`config.mk`:
```
export PLATFORM = sky130hd
export DESIGN_NAME = ctrl_pipe
export DESIGN_NICKNAME = d
export VERILOG_FILES = /design/src/rtl/ctrl_pipe.sv
export SDC_FILE = /design/constraint.sdc
export NUM_CORES = 1
export LEC_CHECK = 0
export ABC_AREA = 1
export CAP_MARGIN = 30
export CORE_MARGIN = 2
export CORE_UTILIZATION = 45
export CTS_BUF_LIST = sky130_fd_sc_hd__clkbuf_4 sky130_fd_sc_hd__clkbuf_8
export CTS_CLUSTER_DIAMETER = 50
export CTS_CLUSTER_SIZE = 20
export DETAILED_ROUTE_END_ITERATION = 8
export HOLD_SLACK_MARGIN = 0.08
export PLACE_DENSITY = 0.82
export REMOVE_ABC_BUFFERS = 1
export SLEW_MARGIN = 15
export SYNTH_ARGS = -nofsm -noshare
export SYNTH_HDL_FRONTEND = slang
export SYNTH_SLANG_ARGS = --single-unit
```
`constraint.sdc`:
```
create_clock -name clk -period 1.7 [get_ports clk]
set_clock_uncertainty 0.1 [all_clocks]
set_input_delay 0.34 -clock clk [delete_from_list [all_inputs] [get_ports clk]]
set_output_delay 0.34 -clock clk [all_outputs]
set_load 0.1 [all_outputs]
```
`src/rtl/ctrl_pipe.sv`:
```
// ctrl_pipe: pipelined control unit for the 5-stage core.
// Decodes the IF/ID opcode into EX/M/WB control groups and carries them,
// with the destination register, through ID/EX, EX/MEM and MEM/WB.
// Also detects load-use hazards (stall plus bubble) and resolves branches
// in MEM (flush of IF/ID, ID/EX and EX/MEM).
module ctrl_pipe #(
    parameter int OPCODE_WIDTH   = 6,
    parameter int REG_ADDR_WIDTH = 5,
    parameter bit HAZARD_EN      = 1'b1
) (
    input  logic                      clk,
    input  logic                      rst_n,
    input  logic [OPCODE_WIDTH-1:0]   id_opcode,
    input  logic [REG_ADDR_WIDTH-1:0] id_rs,
    input  logic [REG_ADDR_WIDTH-1:0] id_rt,
    input  logic [REG_ADDR_WIDTH-1:0] id_rd,
    input  logic                      mem_zero,
    output logic                      ex_reg_dst,
    output logic                      ex_alu_src,
    output logic [1:0]                ex_alu_op,
    output logic                      mem_branch,
    output logic                      mem_branch_ne,
    output logic                      mem_read,
    output logic                      mem_write,
    output logic                      wb_reg_src,
    output logic                      wb_reg_write,
    output logic [REG_ADDR_WIDTH-1:0] ex_wreg,
    output logic [REG_ADDR_WIDTH-1:0] mem_wreg,
    output logic [REG_ADDR_WIDTH-1:0] wb_wreg,
    output logic                      pc_write,
    output logic                      ifid_write,
    output logic                      ifid_flush,
    output logic                      branch_taken
);

    localparam logic [OPCODE_WIDTH-1:0] OP_R    = OPCODE_WIDTH'(6'h00);
    localparam logic [OPCODE_WIDTH-1:0] OP_BEQ  = OPCODE_WIDTH'(6'h04);
    localparam logic [OPCODE_WIDTH-1:0] OP_BNE  = OPCODE_WIDTH'(6'h05);
    localparam logic [OPCODE_WIDTH-1:0] OP_ADDI = OPCODE_WIDTH'(6'h08);
    localparam logic [OPCODE_WIDTH-1:0] OP_LW   = OPCODE_WIDTH'(6'h23);
    localparam logic [OPCODE_WIDTH-1:0] OP_SW   = OPCODE_WIDTH'(6'h2B);

    typedef struct packed {
        logic                      reg_dst;
        logic                      alu_src;
        logic [1:0]                alu_op;
        logic                      branch;
        logic                      branch_ne;
        logic                      mem_read;
        logic                      mem_write;
        logic                      reg_src;
        logic                      reg_write;
        logic [REG_ADDR_WIDTH-1:0] wreg;
    } idex_t;

    typedef struct packed {
        logic                      branch;
        logic                      branch_ne;
        logic                      mem_read;
        logic                      mem_write;
        logic                      reg_src;
        logic                      reg_write;
        logic [REG_ADDR_WIDTH-1:0] wreg;
    } exmem_t;

    typedef struct packed {
        logic                      reg_src;
        logic                      reg_write;
        logic [REG_ADDR_WIDTH-1:0] wreg;
    } memwb_t;

    idex_t  dec;
    idex_t  idex_d,  idex_q;
    exmem_t exmem_d, exmem_q;
    memwb_t memwb_d, memwb_q;
    logic   reads_rt;
    logic   stall;

    // Opcode decode; unknown opcodes become a NOP with every control bit clear.
    always_comb begin
        dec      = '0;
        reads_rt = 1'b0;
        case (id_opcode)
            OP_LW: begin
                dec.alu_src   = 1'b1;
                dec.mem_read  = 1'b1;
                dec.reg_src   = 1'b1;
                dec.reg_write = 1'b1;
            end
            OP_SW: begin
                dec.alu_src   = 1'b1;
                dec.mem_write = 1'b1;
                reads_rt      = 1'b1;
            end
            OP_ADDI: begin
                dec.alu_src   = 1'b1;
                dec.reg_write = 1'b1;
            end
            OP_BEQ: begin
                dec.alu_op    = 2'b01;
                dec.branch    = 1'b1;
                reads_rt      = 1'b1;
            end
            OP_BNE: begin
                dec.alu_op    = 2'b01;
                dec.branch_ne = 1'b1;
                reads_rt      = 1'b1;
            end
            OP_R: begin
                dec.alu_op    = 2'b10;
                dec.reg_dst   = 1'b1;
                dec.reg_write = 1'b1;
                reads_rt      = 1'b1;
            end
            default: ;
        endcase
        dec.wreg = dec.reg_dst ? id_rd : id_rt;
    end

    // Hazard and branch resolution; a taken branch overrides a stall so the
    // redirect target is fetched instead of holding the PC.
    always_comb begin
        stall = HAZARD_EN && idex_q.mem_read && (idex_q.wreg != '0) &&
                ((idex_q.wreg == id_rs) || (reads_rt && (idex_q.wreg == id_rt)));
        branch_taken = (exmem_q.branch & mem_zero) | (exmem_q.branch_ne & ~mem_zero);
        ifid_flush   = branch_taken;
        pc_write     = ~stall | branch_taken;
        ifid_write   = ~stall | branch_taken;
    end

    // Next-state for the three control registers (bubble / flush insertion).
    always_comb begin
        idex_d            = (branch_taken || stall) ? '0 : dec;
        exmem_d           = '0;
        if (!branch_taken) begin
            exmem_d.branch    = idex_q.branch;
            exmem_d.branch_ne = idex_q.branch_ne;
            exmem_d.mem_read  = idex_q.mem_read;
            exmem_d.mem_write = idex_q.mem_write;
            exmem_d.reg_src   = idex_q.reg_src;
            exmem_d.reg_write = idex_q.reg_write;
            exmem_d.wreg      = idex_q.wreg;
        end
        memwb_d.reg_src   = exmem_q.reg_src;
        memwb_d.reg_write = exmem_q.reg_write;
        memwb_d.wreg      = exmem_q.wreg;
    end

    // Pipeline control registers; reset drops all in-flight control at once.
    always_ff @(posedge clk or negedge rst_n) begin
        if (!rst_n) begin
            idex_q  <= '0;
            exmem_q <= '0;
            memwb_q <= '0;
        end else begin
            idex_q  <= idex_d;
            exmem_q <= exmem_d;
            memwb_q <= memwb_d;
        end
    end

    assign ex_reg_dst    = idex_q.reg_dst;
    assign ex_alu_src    = idex_q.alu_src;
    assign ex_alu_op     = idex_q.alu_op;
    assign ex_wreg       = idex_q.wreg;
    assign mem_branch    = exmem_q.branch;
    assign mem_branch_ne = exmem_q.branch_ne;
    assign mem_read      = exmem_q.mem_read;
    assign mem_write     = exmem_q.mem_write;
    assign mem_wreg      = exmem_q.wreg;
    assign wb_reg_src    = memwb_q.reg_src;
    assign wb_reg_write  = memwb_q.reg_write;
    assign wb_wreg       = memwb_q.wreg;

endmodule

```
Yosys cells after proc, flatten, opt, wreduce, memory -nomap -nowiden. Index checks and enable logic that the tools add are counted.

Flip-flop bits (word level): 33. Input bits: 24. Output and inout bits: 29. Word-level logic and storage cells: 56.

Eq/ne operators: 7. Multiplexer cells: 12. Bitwise logic cells: 6. Reduce and logical (&&, ||, !) cells: 11.

Operator list (number): $mux W15 (1); $eq A6 B3 Y1 const B (2); $eq A6 B6 Y1 const B (2); $mux W11 (1); $eq A5 B5 Y1 (2); $mux W1 (8); $eq A6 B4 Y1 const B (1); $logic_not A6 Y1 (1); $reduce_or A3 Y1 (2); $mux W5 (1); $reduce_bool A5 Y1 (1); $pmux W2 S2 (1); $reduce_or A4 Y1 (1); $logic_and A1 B1 Y1 (3); $and A1 B1 Y1 (2); $logic_or A1 B1 Y1 (2); $not A1 Y1 (2); $or A1 B1 Y1 (2); $reduce_or A2 Y1 (1).

Depth between registers and ports, before layout.
Depth after elaboration: 8. Depth in mapped cells: 12. Gate-level depth less buffers: 11.

Worst setup path before layout. No wires, ideal clock.

Kind: register to output. Start: register exmem_q, in the netlist mem_branch_ne. End: output port ifid_flush. Data arrival time: 2.850 ns. Required time: 1.260 ns. Slack: -1.590 ns. Stages on the path, launching flop included: 5. Path buffers: 2. Cells stage by stage: dfrtp_1 o21ai_0 inv_1 clkbuf_1 buf_4.

Cells in the longest elaborated chain, start to end: 2.

RTL lines: start: declaration (RTL line 74) `exmem_t exmem_d, exmem_q;`; start signal: assignment (RTL line 157) `exmem_q <= exmem_d;`; $and A1 B1 Y1 (RTL line 125) `branch_taken = (exmem_q.branch & mem_zero) | (exmem_q.branch_ne & ~mem_zero);`; $or A1 B1 Y1 (RTL line 125); end: declaration (RTL line 32) `output logic ifid_flush,`.

Every way passes these cells.

Worst setup path in the final report.
Start: input port id_opcode[5]. End: output port ifid_write.

Cells in the longest elaborated chain, start to end: 8. Elaborated cells between the ends (all ways): 11. Classes of those cells: eq/ne: 3; mux: 1; bitwise: 2; reduce/logical: 5.

RTL lines: start: declaration (RTL line 13) `input logic [OPCODE_WIDTH-1:0] id_opcode,`; $eq A6 B3 Y1 (tied with other cells) (RTL line 83) `case (id_opcode)`; $reduce_or A4 Y1 (no line) *; $mux W1 * (RTL line 83); $logic_and A1 B1 Y1 * (RTL line 124) `((idex_q.wreg == id_rs) || (reads_rt && (idex_q.wreg == id_rt)));`; $logic_or A1 B1 Y1 * (RTL line 124); $logic_and A1 B1 Y1 * (RTL line 123) `stall = HAZARD_EN && idex_q.mem_read && (idex_q.wreg != '0) &&`; $not A1 Y1 * (RTL line 128) `ifid_write = ~stall | branch_taken;`; $or A1 B1 Y1 * (RTL line 128); end: declaration (RTL line 31) `output logic ifid_write,`.

Mark *: on every way between the ends. The rest lies on a longest branch, timed or not.

==> impl_results.md <==
- Run status: complete, but fails checks
- Failing checks: negative setup slack
- Vias per inst: 5.012
- Initial antenna violation count: 0
- Max-Cap Viols: 0
- Vias in the first global route: 1319
- RSZ-0062 raised after global routing: yes
- Endpoints failing hold: 0
- Final critical-path share of the clock period: 128.4%
- Required @ worst endpoint: 1.26 ns
- IO Count: 53
- Share of the synthesized area in the top cell type: 54.10%
- Top cells by count, synth: nor2_1 (33), dfrtp_1 (30), inv_1 (30), nand2_1 (23), buf_4 (14)
- Final HPWL DP: 2582 um
- CP dominant cell by count: nand2_1
- Root buffer cell: clkbuf_4
- Fmax: 458.3 MHz
- Total leakage power: 1.230 nW
- Rel. slew slack: 74.99%
- Finished Layout Cells: 257
- Total power: 1.840 mW
- Largest net degree at the start of global routing: 31
- Antenna-violating nets left: 0
- Top FF cell, synth: dfrtp_1
- Register area share after synthesis: 54.10%
- WL/cell: 15.68 um
- Gpl congestion: 0.8088
- Clock latency at the later pin of the worst-skew pair: 0.33 ns
- Inserted Clock Buffers: 5
- Slowest-stage cell, CP: clkdlybuf4s50_1
- Hold crit path type: register to register
- Post-route setup slack: -0.4821 ns
- Util after Layout: 80.21%
- Cells after DPL: 244
- Fillers: 158
- Crit Path Category: input pin to output pin
- Die Area: 3544 um^2
- First-pass GRT wire length: 6099 um
- # diodes: 0
- Fin nets: 247
- Final setup vio count: 4
- All-Layer GR Usage: 24.03%
- Row cnt: 20
- Critical Path Sink Type: output pin
- Die X: 59.53 um
- Global route total overflow: 0
- Synthesized flop and latch total: 30
- Syn Area/Cell: 8.782 um^2
- Port Buffers: 52
- Synth unique cells: 17
- Syn Std Cell Area: 1388 um^2
- Cell Pwr Density: 763.8 nW/um^2
- DRT Wirelength: 4029 um
- Final Slew Violations: 0
- Total core area: 3003 um^2
- Residual DRC: 0
- Clock Tree Buf Depth: 2
- Worst Tran Pin Value: 0.3752 ns
- Crit path launch type: input pin
- CP Cell Sequence: clkdlybuf4s50_1 > inv_1 > nand2_1 > nor2_2 > o21ai_1 > nand3_1 > nand2_1 > nand2_2 > nand3_4 > buf_12
- Cells after Synth: 158
- Starting Density: 46.21%
- EDFF count, synth: 0
- Most numerous cell in the Yosys netlist: nor2_1
- Iteration-0 DRC count of the detailed router: 50
- CTS tree: yes
- Asr flop ratio synth: 100.0%
- Largest area contributor in the netlist: dfrtp_1
- Crit-path max cell delay: 0.45 ns
- WP buf/inv: 3
- Die height: 59.53 um
- Leading post-synthesis cells by cell area: dfrtp_1 (54%), nor2_1 (8.9%), inv_1 (8.1%), buf_4 (7.6%), nand2_1 (6.2%)
- Crit-path max FO: 3
- Worst Path Arrival: 1.74 ns
- Synth warn: 0
- H-tree depth: 2
- Clk slew on worst S/H paths: 0.10 ns
- Fin crit period: 2.182 ns
- Clock Sinks: 30
- TritonRoute pass-1 iters: 4
- Worst IR Drop VDD: 0.5058 mV
- Vias: 1288
- Sum Neg Setup Slack: -1.209 ns
- Area grow syn2layout: 73.58%
- Critical path's top delay family: buffers and inverters
- Fraction of layout cells with a size suffix above 1: 34.38%
timing repair:
item,CTS,global route
gates resized for setup,14,9
hold buffers,0,0
setup buffers,2,3
setup endpoints to repair,17,18
pin swaps,5,1
power by group:
| part | internal [mW] | total, mW | switching [mW] |
|---|---|---|---|
| clock network | 0.216 | 0.475 | 0.259 |
| registers | 0.742 | 0.775 | 0.0328 |
| logic | 0.235 | 0.590 | 0.355 |
| total | 1.19 | 1.84 | 0.647 |
sequential cells by signal (all words and copies together) (netlist names):
name / cells
mem_branch: 1
ex_alu_op: 2
mem_branch_ne: 1
mem_write: 1
ex_wreg: 5
mem_read: 1
exmem_q: 1
wb_reg_src: 1
wb_wreg: 5
idex_q: 5
wb_reg_write: 1
mem_wreg: 5
ex_alu_src: 1
cells by family after synthesis:
kind of cell / after synthesis / synth area share, %
AO/OA/AOI/OAI: 4 / 1.442
XOR/XNOR: 7 / 4.418
buffers and inverters: 46 / 16.77
flip-flops: 30 / 54.10
multiplexers: 5 / 4.057
AND/OR/NAND/NOR: 66 / 19.21
routing by layer:
layer	track usage [%]	wire, um
met5	0	0
met4	12.38	195
met3	7.424	185
met2	42.54	2172
met1	25.42	1476
per-stage QoR:
stage	cell area, um^2	setup slack (ns)	hold WS [ns]
floorplan	1267	-1.735	-0.05559
global placement	2247	-0.5285	0.2384
detailed placement	2247	-0.6338	0.2364
CTS	2356	-0.4397	0.2573
global route	2409	-0.6077	0.2803
finish	2409	-0.4821	0.2708
worst paths after layout:
kind                         startpoint           end  slack [ns]  cells after the start
max in group asynchronous         rst_n    ex_wreg[3]        0.90                      2
min                          exmem_q[5]  wb_reg_write        0.27                      0
max                        id_opcode[5]    ifid_write       -0.48                     10
max reg2reg                  ex_wreg[0]     idex_q[5]        0.07                     11
min reg2reg                  exmem_q[5]  wb_reg_write        0.27                      0
min in group asynchronous         rst_n    wb_reg_src        0.31                      2
worst reg2reg max path, stage by stage (launching register included):
cell,delay [ns]
dfrtp_1,0.43
inv_2,0.08
nand2_2,0.06
nand2_1,0.05
nor2_1,0.11
nand2_1,0.07
nor2_2,0.12
nand2_1,0.08
nand2_2,0.09
nand2_1,0.10
nand2_4,0.15
nor2_1,0.07
final cells by class:
class | count | area, um^2 | share of cell area (%)
clock buffers | 7 | 58.81 | 2.442
clock inverters | 1 | 5.005 | 0.2078
inverters | 30 | 116.4 | 4.831
multi-input cells | 82 | 450.4 | 18.70
flip-flops and latches | 30 | 750.7 | 31.17
well taps | 33 | 41.29 | 1.714
repair buffers | 74 | 985.9 | 40.94
placed cells by master (no fill, tap or decap), types with 3 or more instances in the layout:
cell / Yosys / routed
buf_12: 0 / 29
buf_4: 14 / 19
buf_6: 1 / 3
clkbuf_4: 0 / 6
clkdlybuf4s50_1: 0 / 19
dfrtp_1: 30 / 30
dlygate4sd2_1: 0 / 3
inv_1: 30 / 27
mux2_2: 5 / 5
nand2_1: 23 / 20
nand3_1: 5 / 4
nand4_1: 3 / 3
nor2_1: 33 / 30
nor2_2: 1 / 3
xnor2_1: 6 / 6
Power figures use the tool's default switching activity.
